<file path="config.mk">
export PLATFORM = sky130hd
export DESIGN_NAME = vai_c0_arbiter
export DESIGN_NICKNAME = d
export VERILOG_FILES = /design/src/rtl/vai_arb_pkg.sv /design/src/rtl/vai_arb_fifo.sv /design/src/rtl/vai_c0_arbiter.sv
export SDC_FILE = /design/constraint.sdc
export NUM_CORES = 2
export LEC_CHECK = 0
export CELL_PAD_IN_SITES_DETAIL_PLACEMENT = 1
export CELL_PAD_IN_SITES_GLOBAL_PLACEMENT = 1
export CORE_MARGIN = 8
export CORE_UTILIZATION = 26
export DETAILED_ROUTE_END_ITERATION = 8
export DONT_BUFFER_PORTS = 1
export PLACE_DENSITY_LB_ADDON = 0.1
export REMOVE_ABC_BUFFERS = 1
export SYNTH_ARGS = -nofsm -noshare
export SYNTH_HDL_FRONTEND = slang
export SYNTH_SLANG_ARGS = --single-unit
</file>
<file path="constraint.sdc">
create_clock -name pClk -period 9.2 [get_ports pClk]
set_input_delay 1.84 -clock pClk [delete_from_list [all_inputs] [get_ports pClk]]
set_output_delay 1.84 -clock pClk [all_outputs]
set_load 0.005 [all_outputs]
</file>
<file path="src/rtl/vai_arb_pkg.sv">
// Purpose : shared constants, requester-id type and round-robin pick function for the c0 arbiter.
// Latency : n/a (package, combinational helper only).
// Backpr. : n/a.
// Ports   : none. Optional grant statistics are enabled by VAI_C0_ARB_STATS_EN in the top.
package vai_arb_pkg;

    localparam int DEF_NUM_SUB_AFUS  = 4;
    localparam int DEF_HDR_W         = 74;
    localparam int DEF_FIFO_DEPTH    = 8;
    localparam int DEF_ALMFULL_SLACK = 4;
    localparam int STAT_W            = 32;
    // Widest requester count the pick function handles.
    localparam int MAX_REQ           = 16;

    typedef logic [$clog2(DEF_NUM_SUB_AFUS)-1:0] t_arb_id;

    // Returns {found, index}: first set bit of cand searching upward from
    // last+1 and wrapping modulo n. n is a constant at every call site, so
    // the modulo folds away in synthesis.
    function automatic logic [4:0] rr_next_grant(
        input logic [MAX_REQ-1:0] cand,
        input logic [3:0]         last,
        input int                 n
    );
        logic [4:0] pick;
        logic [3:0] idx;
        pick = '0;
        idx  = '0;
        for (int k = 1; k <= MAX_REQ; k++) begin
            idx = 4'((int'(last) + k) % n);
            if (k <= n && !pick[4] && cand[idx]) begin
                pick = {1'b1, idx};
            end
        end
        return pick;
    endfunction

endpackage

</file>
<file path="src/rtl/vai_arb_fifo.sv">
// Purpose : single-requester header FIFO feeding the c0 round-robin scheduler.
// Latency : a push is visible at head/empty on the next cycle.
// Backpr. : push on full is dropped (full judged before same-cycle pop); almfull is registered.
// Ports   : clk, rst (async active-high), push/push_hdr in, pop in, head/full/empty/almfull out.
module vai_arb_fifo
    import vai_arb_pkg::*;
#(
    parameter int W     = DEF_HDR_W,
    parameter int DEPTH = DEF_FIFO_DEPTH,
    parameter int SLACK = DEF_ALMFULL_SLACK
) (
    input  logic         clk,
    input  logic         rst,
    input  logic         push,
    input  logic [W-1:0] push_hdr,
    input  logic         pop,
    output logic [W-1:0] head,
    output logic         full,
    output logic         empty,
    output logic         almfull
);

    localparam int PTR_W = $clog2(DEPTH);
    localparam int OCC_W = PTR_W + 1;

    logic [W-1:0]     mem [DEPTH];
    logic [PTR_W-1:0] wr_ptr;
    logic [PTR_W-1:0] rd_ptr;
    logic [OCC_W-1:0] occ;
    logic [OCC_W-1:0] occ_next;
    logic             do_push;
    logic             do_pop;

    assign full    = (occ == OCC_W'(DEPTH));
    assign empty   = (occ == '0);
    assign do_push = push & ~full;
    assign do_pop  = pop & ~empty;
    assign head    = mem[rd_ptr];

    always_comb begin
        occ_next = occ + OCC_W'(do_push) - OCC_W'(do_pop);
    end

    // Storage carries no reset: occupancy alone decides what is valid.
    always_ff @(posedge clk) begin
        if (do_push) begin
            mem[wr_ptr] <= push_hdr;
        end
    end

    always_ff @(posedge clk or posedge rst) begin
        if (rst) begin
            wr_ptr  <= '0;
            rd_ptr  <= '0;
            occ     <= '0;
            almfull <= 1'b0;
        end else begin
            if (do_push) wr_ptr <= wr_ptr + PTR_W'(1);
            if (do_pop)  rd_ptr <= rd_ptr + PTR_W'(1);
            occ     <= occ_next;
            almfull <= (occ_next >= OCC_W'(DEPTH - SLACK));
        end
    end

endmodule

</file>
<file path="src/rtl/vai_c0_arbiter.sv">
// Purpose : round-robin share of the upstream CCI-P c0 read-request channel among sub-AFUs.
// Latency : push at t -> out_valid at t+2 when uncontended; one grant per cycle aggregate.
// Backpr. : up_almfull stalls all grants; per-requester req_almfull is registered, overflow drops are sticky.
// Ports   : pClk, SoftReset (async active-high); req_valid/req_hdr in, req_almfull/err_overflow out;
//           up_almfull in; out_valid/out_hdr/out_id out; stat_grants out (counters built only
//           when VAI_C0_ARB_STATS_EN is defined, otherwise tied to zero).
module vai_c0_arbiter
    import vai_arb_pkg::*;
#(
    parameter int NUM_SUB_AFUS  = DEF_NUM_SUB_AFUS,
    parameter int HDR_W         = DEF_HDR_W,
    parameter int FIFO_DEPTH    = DEF_FIFO_DEPTH,
    parameter int ALMFULL_SLACK = DEF_ALMFULL_SLACK,
    parameter int ID_W          = $clog2(NUM_SUB_AFUS)
) (
    input  logic                                   pClk,
    input  logic                                   SoftReset,
    input  logic [NUM_SUB_AFUS-1:0]                req_valid,
    input  logic [NUM_SUB_AFUS-1:0][HDR_W-1:0]     req_hdr,
    output logic [NUM_SUB_AFUS-1:0]                req_almfull,
    output logic [NUM_SUB_AFUS-1:0]                err_overflow,
    input  logic                                   up_almfull,
    output logic                                   out_valid,
    output logic [HDR_W-1:0]                       out_hdr,
    output logic [ID_W-1:0]                        out_id,
    output logic [NUM_SUB_AFUS-1:0][STAT_W-1:0]    stat_grants
);

    logic [NUM_SUB_AFUS-1:0] fifo_empty;
    logic [NUM_SUB_AFUS-1:0] fifo_full;
    logic [NUM_SUB_AFUS-1:0] pop;
    logic [HDR_W-1:0]        heads [NUM_SUB_AFUS];
    logic [MAX_REQ-1:0]      cand;
    logic [4:0]              pick;
    logic                    grant_vld;
    logic [ID_W-1:0]         grant_id;
    logic [ID_W-1:0]         last_grant;

    for (genvar i = 0; i < NUM_SUB_AFUS; i++) begin : g_fifo
        vai_arb_fifo #(
            .W     (HDR_W),
            .DEPTH (FIFO_DEPTH),
            .SLACK (ALMFULL_SLACK)
        ) u_fifo (
            .clk      (pClk),
            .rst      (SoftReset),
            .push     (req_valid[i]),
            .push_hdr (req_hdr[i]),
            .pop      (pop[i]),
            .head     (heads[i]),
            .full     (fifo_full[i]),
            .empty    (fifo_empty[i]),
            .almfull  (req_almfull[i])
        );
    end

    // Candidates use start-of-cycle occupancy, so a same-cycle push is not grantable yet.
    always_comb begin
        cand                     = '0;
        cand[NUM_SUB_AFUS-1:0]   = up_almfull ? '0 : ~fifo_empty;
        pick                     = rr_next_grant(cand, 4'(last_grant), NUM_SUB_AFUS);
        grant_vld                = pick[4];
        grant_id                 = ID_W'(pick[3:0]);
        pop                      = '0;
        if (grant_vld) begin
            pop[grant_id] = 1'b1;
        end
    end

    always_ff @(posedge pClk or posedge SoftReset) begin
        if (SoftReset) begin
            out_valid    <= 1'b0;
            out_hdr      <= '0;
            out_id       <= '0;
            last_grant   <= ID_W'(NUM_SUB_AFUS - 1);
            err_overflow <= '0;
        end else begin
            out_valid <= grant_vld;
            if (grant_vld) begin
                out_hdr    <= heads[grant_id];
                out_id     <= grant_id;
                last_grant <= grant_id;
            end
            err_overflow <= err_overflow | (req_valid & fifo_full);
        end
    end

`ifdef VAI_C0_ARB_STATS_EN
    always_ff @(posedge pClk or posedge SoftReset) begin
        if (SoftReset) begin
            stat_grants <= '0;
        end else if (grant_vld && (stat_grants[grant_id] != '1)) begin
            stat_grants[grant_id] <= stat_grants[grant_id] + STAT_W'(1);
        end
    end
`else
    assign stat_grants = '0;
`endif

endmodule

</file>
==> impl_metrics.tcl <==
set metrics [dict create \
    synth_edf_count 2368 \
    tns_ns 0 \
    fin_ws_ns 4.81 \
    top_layer_used "met5" \
    worstSetupPathType "flip-flop to flip-flop" \
    critPathArrivalTime_ns 5.18 \
    fin_area_sq_um 112000 \
    antenna_found_initial 42 \
    grt_first_pass_wirelength_um 426000 \
    rows 224 \
    synth-seq-cells 2495 \
    dpl-instance-area_sq_um 103000 \
    wl_met2_um 147000 \
    clock-root-buffer "clkbuf_16" \
    async_reset_ff_share_pct 5.09 \
    tightest_slew_ns 1.22 \
    cp_max_fo 69 \
    drv_cap 0 \
    port_buffers 0 \
    clk_latency_ns 0.89 \
    seq_area_frac_synth_pct 76.6 \
    report.final.slew_viol_count 0 \
    clk_pin_slew_ns 0.06 \
    initial_core_util_pct 26.1 \
    max_freq_mhz 228 \
    ir_worst_vdd_mv 0.168 \
    syn_avg_cell_area_sq_um 21.8 \
    yosysUniqueCellTypes 52 \
    layout_common_cells "edfxtp_1, mux4_2, clkbuf_16" \
    first_global_vias 47895 \
    p_leak_nw 34.6 \
    wl_per_cell_um 32.0 \
    cts_tree "done" \
    drt-met1-wl_um 132000 \
    worstHoldPathType "flip-flop to flip-flop" \
    start_kind "flip-flop" \
    wl_um 313000 \
    finalCriticalPeriod_ns 4.39 \
    die-height_um 627 \
    cts_buffers 294 \
    dr_total_vias 44414 \
    powerDensity_nw_per_um2 331 \
    grt_max_degree 125 \
    ioPinCount 516 \
    min_period_over_period_pct 47.7 \
    final_nets 4938 \
    critical_path.slowest_cell "buf_4" \
    finalSetupViolCount 0 \
    synth_ff_type "edfxtp_1" \
    ctsLongestPathBuffers 4 \
    crit_top_cell "a31oi_1" \
    required_ns 10.00 \
    syn_to_final_growth_pct 15.2 \
    wl_met3_um 25500 \
    layout_commonest_cell "edfxtp_1" \
    detailed_place_hpwl_um 198000 \
    maxSlewHeadroom_pct 18.4 \
    final_layout_size_suffix_gt1_share_pct 28.5 \
    detail_route.first_pass.iterations 8 \
    ctsHoldBuffers 0 \
    clock_skew_ns 0.0477 \
    overflow 0 \
    fp.coreArea_sq_um 372000 \
    hold_violations 0 \
    ctsResizeCount 0 \
    synth_warnings 0 \
    grt.total_usage_pct 15.6 \
    path_cells "inv_1, ha_1, nor3b_2, or3_1, a31o_2, and2_4, buf_4, a31oi_1, a31oi_1" \
    place.gp.congestion 0.700 \
    cts_setup_buffers 0 \
    die_area_sq_um 393000 \
    grt_setup_unrepaired "no" \
    cts_sinks 2495 \
    die_w_um 627 \
    status "complete, no violations" \
    critPathMaxStageDelay_ns 0.90 \
    end_kind "flip-flop" \
    drtIter0Drc 3349 \
    ant_nets 0 \
    htree_levels 5 \
    syn-cell-area_sq_um 97000 \
    drcViolationCount 0 \
    place_ws_ns 4.25 \
    via_per_inst 4.53 \
    synthCells 4455 \
]
## kinds of logic after synthesis
kind of cell | count (synthesis) | share of synthesized area [%]
XOR/XNOR | 24 | 0.217
AO/OA/AOI/OAI | 243 | 1.59
multiplexers | 895 | 17.1
AND/OR/NAND/NOR | 350 | 1.72
other | 1 | 0.00386
buffers and inverters | 411 | 2.34
flip-flops | 2495 | 76.6
adder cells (fa/ha/maj) | 36 | 0.495
## state kept, by name (all words and copies together), names as in the netlist
name and count:
out_id 2, last_grant 2, out_valid 1, g_fifo.u_fifo.almfull 4, g_fifo.u_fifo.wr_ptr 12, g_fifo.u_fifo.mem 2368
out_hdr 74, err_overflow 4, g_fifo.u_fifo.occ 16, g_fifo.u_fifo.rd_ptr 12
## routing by layer
metal,vias to the layer above,global-route usage [%]
li1,18575,-
met1,24504,20.2
met2,988,25.2
met3,343,5.16
met4,4,3.80
met5,-,0
## power by group
part	total, mW	internal [mW]	switching, mW
combinational	10.3	4.16	6.15
sequential	15.6	14.4	1.22
clock	11.0	6.41	4.64
total	37.0	25.0	12.0
## area by class of cell
type                       count  area (sq um)
timing repair buffer          97           928
multi-input combinational   1676         21200
clock inverter               119           922
antenna                        7          17.5
tap                         4972          6220
clock buffer                 406          8060
sequential                  2495         74300
inverter                      35           146
fill                       36882        260000
## cells in the mapped netlist, drive strengths merged (5+ instances only)
library cell	number	area [sq um]
edfxtp	2368	71100
mux4	584	13200
buf	274	1760
mux2	247	2780
nand3	161	806
dfrtp	125	3130
a31oi	104	651
nor2	103	389
clkbuf	102	383
mux2i	64	641
o21ai	56	280
inv	35	131
nand2	34	128
ha	32	400
a21oi	31	155
a41oi	18	158
nand2b	14	87.6
nor3	14	70.1
xnor2	12	105
xor2	12	105
nor2b	8	50.1
a31o	6	52.6
a2111oi	5	62.6
## worst max-delay path: cells and delay by family, from the launching register on
kind | cells | cell delay (ns)
compound gates | 3 | 1.14
simple gates | 3 | 1.39
fa+ha+maj | 1 | 0.18
flops | 1 | 0.36
buf+inv | 2 | 1.02
## worst paths after layout
kind | from | slack (ns) | depth (start not counted) | to
setup / recovery | g_fifo[1].u_fifo.occ[2] | 4.81 | 9 | out_hdr[60]
hold / removal | err_overflow[2] | 0.51 | 1 | err_overflow[2]
setup reg to reg | g_fifo[1].u_fifo.occ[2] | 4.81 | 9 | out_hdr[60]
hold reg to reg | err_overflow[2] | 0.51 | 1 | err_overflow[2]
max in group asynchronous | SoftReset | 6.59 | 2 | g_fifo[1].u_fifo.rd_ptr[0]
min in group asynchronous | SoftReset | 0.94 | 1 | out_hdr[14]
## per-stage QoR
step                      hold WS, ns  cells  total power, mW  utilization [%]
after floorplan                 0.466   4206             22.8                -
after global placement          0.500   9275             26.7             27.6
after detailed placement        0.512   9275             26.8             27.6
after CTS                       0.526   9800             38.0             30.1
after global routing            0.539   9801             38.9             30.1
final                           0.509   9807             37.0             30.1
Power figures use the tool's default switching activity.
